File: src/rtl/ledscroll_monitor.sv
// ledscroll_monitor: receive-side checker for a rotating one-hot LED ring.
// Acquires the lit position and rotation direction from qualified samples,
// then tracks legal single-position moves, counts laps and latches a
// sticky error on any illegal step or malformed sample.
module ledscroll_monitor #(
    parameter int N     = 10,
    parameter int LAP_W = 8
) (
    input  logic             clk,
    input  logic             rst,
    input  logic [N-1:0]     led_in,
    input  logic             step_en,
    input  logic             clr,
    output logic [3:0]       pos,
    output logic             pos_valid,
    output logic             dir,
    output logic             locked,
    output logic [LAP_W-1:0] lap_count,
    output logic             err
);

    typedef enum logic [1:0] {
        IDLE = 2'd0,
        ACQ  = 2'd1,
        LOCK = 2'd2,
        ERR  = 2'd3
    } state_t;

    localparam logic [3:0]   LAST    = 4'(N - 1);
    localparam logic [N-1:0] ONE_VEC = {{(N-1){1'b0}}, 1'b1};

    state_t           state_q;
    state_t           state_d;
    logic [3:0]       pos_d;
    logic             pos_valid_d;
    logic             dir_d;
    logic             locked_d;
    logic             err_d;
    logic [LAP_W-1:0] lap_d;

    logic             legal;
    logic [3:0]       p;
    logic [3:0]       pos_up;
    logic [3:0]       pos_dn;
    logic [3:0]       pos_next;
    logic             wraps;

    // Decode the sampled bus: legal when exactly one bit is set, p is its index.
    // NOTE: every signal written in an always_comb gets a default first so no latch is inferred.
    always_comb begin
        legal = (led_in != '0) && ((led_in & (led_in - ONE_VEC)) == '0);
        p     = '0;
        for (int i = 0; i < N; i++) begin
            if (led_in[i]) begin
                p = 4'(i);
            end
        end
    end

    // Neighbour positions of the current pos on the ring and the wrap condition of the expected step.
    always_comb begin
        pos_up   = (pos == LAST) ? 4'd0 : pos + 4'd1;
        pos_dn   = (pos == 4'd0) ? LAST : pos - 4'd1;
        pos_next = dir ? pos_up : pos_dn;
        wraps    = dir ? (pos == LAST) : (pos == 4'd0);
    end

    // Next-state and next-output logic of the tracking FSM.
    always_comb begin
        state_d     = state_q;
        pos_d       = pos;
        pos_valid_d = pos_valid;
        dir_d       = dir;
        lap_d       = lap_count;
        if (step_en) begin
            unique case (state_q)
                IDLE: begin
                    if (legal) begin
                        state_d     = ACQ;
                        pos_d       = p;
                        pos_valid_d = 1'b1;
                    end
                end
                ACQ: begin
                    if (!legal) begin
                        state_d = ERR;
                    end else if (p == pos_up) begin
                        // For N=2 up and down coincide; up is checked first.
                        state_d = LOCK;
                        dir_d   = 1'b1;
                        pos_d   = p;
                    end else if (p == pos_dn) begin
                        state_d = LOCK;
                        dir_d   = 1'b0;
                        pos_d   = p;
                    end else if (p != pos) begin
                        state_d = ERR;
                    end
                end
                LOCK: begin
                    if (!legal) begin
                        state_d = ERR;
                    end else if (p == pos_next) begin
                        pos_d = p;
                        if (wraps) begin
                            lap_d = lap_count + LAP_W'(1);
                        end
                    end else if (p != pos) begin
                        state_d = ERR;
                    end
                end
                ERR: begin
                    state_d = ERR;
                end
                default: begin
                    state_d = IDLE;
                end
            endcase
        end
        locked_d = (state_d == LOCK);
        err_d    = (state_d == ERR);
    end

    // State and output registers; rst has priority over clr, both over sampling.
    // NOTE: sequential state uses non-blocking assignments so all flops update together.
    always_ff @(posedge clk) begin
        if (rst || clr) begin
            state_q   <= IDLE;
            pos       <= '0;
            pos_valid <= 1'b0;
            dir       <= 1'b0;
            locked    <= 1'b0;
            lap_count <= '0;
            err       <= 1'b0;
        end else begin
            state_q   <= state_d;
            pos       <= pos_d;
            pos_valid <= pos_valid_d;
            dir       <= dir_d;
            locked    <= locked_d;
            lap_count <= lap_d;
            err       <= err_d;
        end
    end

endmodule
File: config.mk
export PLATFORM = sky130hd
export DESIGN_NAME = ledscroll_monitor
export DESIGN_NICKNAME = d
export VERILOG_FILES = /design/src/rtl/ledscroll_monitor.sv
export SDC_FILE = /design/constraint.sdc
export NUM_CORES = 1
export LEC_CHECK = 0
export BUFFER_PORTS_ARGS = -buffer_cell sky130_fd_sc_hd__buf_2
export CAP_MARGIN = 20
export CORE_MARGIN = 4
export CORE_UTILIZATION = 55
export CTS_CLUSTER_SIZE = 24
export DETAILED_ROUTE_END_ITERATION = 16
export GPL_ROUTABILITY_DRIVEN = 0
export PLACE_DENSITY = 0.83
export SYNTH_ARGS = -nofsm -noshare
export SYNTH_HDL_FRONTEND = slang
export SYNTH_SLANG_ARGS = --single-unit
File: constraint.sdc
create_clock -name clk -period 3.1 [get_ports clk]
set_input_delay 0.31 -clock clk [delete_from_list [all_inputs] [get_ports clk]]
set_output_delay 0.31 -clock clk [all_outputs]
set_load 0.02 [all_outputs]
==> Word level (Yosys, flattened, before mapping) <==
Cells that the tools add are included.
Widths: inputs -> output; s select.
{ "word_totals": {"reg_bits": 18, "input_bits": 14, "wordCells": 70} }
{ "op_classes": {"addsub": 4, "n_mux": 31, "reduce_logical": 12, "bitwise_logic": 1, "eq_ne": 15} }
{ "op_table": {"columns": ["cell", "n"], "rows": [
  ["$mux 4", 17],
  ["$mux 2", 8],
  ["$eq 4x4->1", 3],
  ["$pmux 4 s3", 1],
  ["$and 10x10->10", 1],
  ["$logic_not 10->1", 1],
  ["$reduce_bool 10->1", 1],
  ["$sub 10x1->10 const B", 1],
  ["$add 8x1->8 const B", 1],
  ["$eq 2x2->1 const B", 4],
  ["$ne 2x2->1 const B", 4],
  ["$pmux 2 s4", 1],
  ["$reduce_and 7->1", 1],
  ["$reduce_and 5->1", 1],
  ["$add 4x1->4 const B", 1],
  ["$eq 4x4->1 const B", 1],
  ["$logic_not 4->1", 1],
  ["$mux 1", 4],
  ["$ne 4x4->1", 1],
  ["$reduce_and 4->1", 1],
  ["$sub 4x1->4 const B", 1],
  ["$ne 3x3->1 const B", 1],
  ["$reduce_and 3->1", 1],
  ["$reduce_bool 3->1", 1],
  ["5 further kinds", 5]
]} }

==> Depth between registers and ports, before layout <==
{ "logic_depth": {"depth_word": 17, "ltp_mapped": 11, "depth_no_buf": 8} }

==> Least setup slack after synthesis <==
No wires, ideal clock.
{ "synth_path": {"kind": "register to register", "from": "register pos[1]", "to": "register lap_count[2]", "arrival_time_ns": 2.602, "setup_slack_ns": 0.439, "path_stages_with_launch": 11, "n_path_buf": 2, "synth_period_minus_slack_ns": 2.661, "required_time_ns": 3.041, "cell_sequence": "dfxtp_1 clkbuf_1 and2_1 a22oi_1 mux2_1 nor3_1 o211ai_1 or3b_4 buf_6 or4_1 nand2_1"} }
{ "synth_between": {"elab_chain_len": 5, "elab_cells_between_ends": 10, "classes_between": "add/sub: 2; eq/ne: 2; mux: 4; reduce/logical: 2"} }
{ "synth_lines": {"columns": ["element", "line", "source"], "rows": [
  ["start, declared", "14", "output logic [3:0] pos,"],
  ["start signal, assigned", "137", "pos <= pos_d;"],
  ["$sub 4x1->4 (tied with other cells)", "63", "pos_dn = (pos == 4'd0) ? LAST : pos - 4'd1;"],
  ["$mux 4 (on tied branches)", "63, 62", null],
  ["$mux 4", "64", "pos_next = dir ? pos_up : pos_dn;"],
  ["$eq 4x4->1", "103", "end else if (p == pos_next) begin"],
  ["$reduce_and 5->1 (no line) *", null, null],
  ["end signal, assigned", "141", "lap_count <= lap_d;"],
  ["end, declared", "18", "output logic [LAP_W-1:0] lap_count,"]
]} }
Every way passes the cells marked *; elsewhere a longest branch is shown, timed or not.
A chain may end at the register's enable or synchronous reset.

==> Worst setup path in the final report <==
{ "layout_path": {"from": "register pos[0]", "to": "register lap_count[3]"} }
The elaborated chain is that of the path after synthesis.

==> reports/summary.md <==
The critical path goes through nor3_1, a22oi_1, mux2_1, nor3_1, o211ai_1, or3b_4, or4_1, nand2_1. 30 I/O pins were placed. The iteration count of the initial detailed-routing pass was 4.

TritonCTS built the clock tree. Dividing the detail-routed wire length by the instance count gives 13.9 um. The library cell used most frequently in the layout, excluding fill and tap cells, is buf_2. The fraction of power spent switching nets was 0.260; the maximum achievable frequency was 358 MHz.

In this design, the critical path's most frequently occurring cell is nor3_1. After the first detailed-routing iteration, the DRC count stood at 106. The number of setup buffers added after CTS is 0, and the width of the chip is 60.7 um. Across the VDD grid, the largest voltage drop is 500 uV. The longest clock path from root to sink contains 2 buffers. The initial antenna violation count was 0. Counting flops and latches in the post-synthesis netlist gives 18. The tools report the max-slew violation count as 0.

The design draws 442 uW. The number of global-route vias before repair is 1396, and the count of port buffers added during placement is 29. The net switching power figure is 115 uW, and the met2 routed wirelength is 1.72 mm. The number of antenna diodes in the final layout is 0. The hold-fix buffer count after cts is 0. Between clock sinks in the finished design, the worst skew comes to 0.00215 ns. The clock root buffer master was clkbuf_4.

For the overall fraction of global-route tracks in use, the log shows 0.217. Together, buffers and inverters on the worst path number 0. The worst slew margin relative to its limit is 0.618, and the critical path depth in cells is 8.

Grouping stages by cell kind, the critical path spends the most delay in simple AND/OR/NAND/NOR gates. The synthesized design contains 0 enable-type register cells. The via count is 1585, and the wire length of the first global-routing pass is 6.27 mm.

The transition at the pin with the smallest max-transition slack was 0.573 ns; the post-cts resize count was 0. The worst min-delay path class is input port to register. The fraction of final layout cells sized beyond drive strength 1 works out to 0.218. The half-perimeter wire length after placement was 2.73 mm; the maximum number of pins on one net before global-route repair was 20. The floorplan step defined a die boundary enclosing 3690 sq um. The remaining antenna violation count was 0. Setup repair after global routing left no endpoint under its margin. The worst register-to-register path begins at pos[0]. The first element of the critical path was pos[0]. After the last flow step, the layout net total stands at 245.

The run gives 0.330 as the clock network fraction of total power. The core region is 2570 sq um. The highest cell delay on the worst timing path works out to 0.63 ns. TritonCTS created 3 clock buffers. For the worst flop-to-flop path, the logic depth is 8. The highest layer touched by signal routing is met3.

The floorplan has 18 rows. The run gives 0.305 ns as the final critical-path setup slack. The type of element launching the critical path was a register.

The number of endpoints with negative hold slack in the final report came out at 0. From synthesis to final layout, the design area changed by 12.2%. The worst hold path begins at rst. The relative contribution of combinational cells to total power was 0.146; the standby leakage power was 0.708 nW. The tool flagged a number of max-cap violations equal to 0. The share of the clock period used by the worst path after layout works out to 0.901.

The aggregate negative setup slack was 0 ns; the hold path depth was 3. The arrival time at the worst endpoint is 3.04 ns, and the aggregate routed wire length is 3.59 mm. At the placement stage, the worst setup path has a slack of 0.277 ns. The met3 routed wirelength is 196 um, and the shortest period the worst path allows is 2.79 ns. Data on the critical path is required at its endpoint by 3.35 ns. The clock insertion delay at the later pin of the skew report was 0.29 ns. Number of inserted filler cells in the final layout: 237.

The cell count after synthesis was 206. Kind of end point of the critical path: a register. The number of different library cells used by synthesis comes to 54. Yosys printed 0 warnings. Share of synthesized flip-flops with an asynchronous set or reset: 0.

The run finished with clean final reports. For this design, the slowest cell found on the critical path is dfxtp_1. The logs give 1 for the deepest level of the CTS H-tree and 0 for the total setup violations reported at the end of the flow. The most used flip-flop cell after synthesis is dfxtp_1.

After clock tree synthesis, the clock-pin slew on the worst setup and hold paths is 0.10 ns. Each instance of the synthesized netlist takes up on average 7.42 sq um. The floorplan step set the die height to 60.7 um. The logs give 0 for the total grt overflow and 0.595 for the initial standard-cell utilization of the core.

The library cells used most frequently in the layout, excluding fill and tap cells, are buf_2 (29), nor2_1 (20), dfxtp_1 (18). In the routed design, unresolved DRC markers number 0. For the internal power consumption, the log shows 327 uW. CTS saw 18 sinks. In the routed layout, each cell is associated on average with a via count of 6.12. The power density over the cells came out at 258 nW/um^2. The number of nets in the synthesized netlist is 221.

The part of the total power dissipated in sequential elements was 0.524. For the sequential-to-total area share from yosys stat, the log shows 0.236. The worst setup path is of the register to register kind. In this run the worst path has a maximum fanout of 15.

Hold timing on the final database bottoms out at a slack of 0.281 ns. The netlist area before placement is 1530 sq um, and the met1 wire length is 1.68 mm.
==> layout make-up <==
| cell class | instances | area (sq um) | share of cell area |
|---|---|---|---|
| Timing Repair Buffer | 34 | 183 | 0.107 |
| Tap cell | 30 | 37.5 | 0.0219 |
| Sequential cell | 18 | 360 | 0.210 |
| Multi-Input combinational cell | 167 | 1070 | 0.627 |
| Inverter | 6 | 22.5 | 0.0131 |
| Clock buffer | 4 | 36.3 | 0.0212 |
==> path summary, 6_finish.rpt <==
path,endpoint,slack [ns]
worst min register to register,pos_valid,0.50
worst min-delay path,lap_count[5],0.28
worst max register to register,lap_count[3],0.31
worst max-delay path,lap_count[3],0.31
==> synth_stat cells, types with 2 or more instances <==
| cell | count | area [sq um] |
|---|---|---|
| o211ai_1 | 5 | 37.5 |
| nor2b_1 | 5 | 31.3 |
| xor2_1 | 4 | 35.0 |
| clkbuf_1 | 8 | 30.0 |
| and2_1 | 2 | 12.5 |
| o2111a_1 | 2 | 22.5 |
| a21oi_1 | 13 | 65.1 |
| o31ai_1 | 3 | 22.5 |
| a31oi_1 | 2 | 12.5 |
| or3_1 | 7 | 43.8 |
| or2_2 | 4 | 25.0 |
| dfxtp_1 | 18 | 360 |
| or4_1 | 8 | 60.1 |
| and4_1 | 2 | 17.5 |
| xnor2_1 | 3 | 26.3 |
| inv_1 | 5 | 18.8 |
| nor2_1 | 20 | 75.1 |
| a22oi_1 | 2 | 15.0 |
| nand3_1 | 13 | 65.1 |
| buf_2 | 5 | 25.0 |
| o21ai_0 | 6 | 30.0 |
| nand2b_1 | 2 | 12.5 |
| nand4_1 | 4 | 25.0 |
| nand2_1 | 16 | 60.1 |
| nand2_2 | 2 | 12.5 |
| o21ai_1 | 4 | 20.0 |
| a2111oi_0 | 2 | 17.5 |
| nor3_1 | 8 | 40.0 |
| mux2i_1 | 5 | 50.1 |
| o32ai_1 | 2 | 17.5 |
==> stage by stage <==
| stage | cells | instance area [sq um] | util |
|---|---|---|---|
| detailed placement | 255 | 1680 | 0.654 |
| finish | 259 | 1710 | 0.668 |
| floorplan | 206 | 1530 | - |
| global placement | 255 | 1680 | 0.654 |
| CTS | 259 | 1710 | 0.668 |
| global route | 259 | 1710 | 0.668 |
==> per-layer routing <==
layer,track usage,vias to the layer above
li1,-,820
met1,0.305,719
met2,0.359,46
met3,0.0447,0
met4,0.0124,0
met5,0,-
==> worst register-to-register path: cells and delay by family, from the launching register on <==
| kind | cells | cell delay (ns) |
|---|---|---|
| and+or+nand+nor | 5 | 1.37 |
| muxes | 1 | 0.35 |
| AOI/OAI and AO/OA | 2 | 0.41 |
| DFF | 1 | 0.63 |
==> cells by family (layout without fill, tap and decap cells) <==
kind of cell | Yosys count | count (layout) | synth area share
AO/OA/AOI/OAI | 54 | 54 | 0.262
buffers and inverters | 21 | 44 | 0.0606
AND/OR/NAND/NOR | 98 | 98 | 0.346
adder cells (fa/ha/maj) | 2 | 2 | 0.0147
flip-flops | 18 | 18 | 0.236
XOR/XNOR | 7 | 7 | 0.0401
multiplexers | 6 | 6 | 0.0401
==> registers in the layout, summed over array words and instances (netlist names), named ones only <==
| signal | cells |
|---|---|
| dir | 1 |
| pos | 4 |
| state_q | 1 |
| err | 1 |
| pos_valid | 1 |
| lap_count | 8 |
| locked | 1 |
==> power by group through the flow <==
stage | registers (mW) | clock network, mW | logic (mW)
4_1_cts | 0.232 | 0.145 | 0.0644
2_1_floorplan | 0.237 | 0 | 0.0392
3_5_place_dp | 0.237 | 0 | 0.0642
3_3_place_gp | 0.237 | 0 | 0.0633
5_1_grt | 0.232 | 0.153 | 0.0718
6_report | 0.232 | 0.146 | 0.0645
Power figures use the tool's default switching activity.
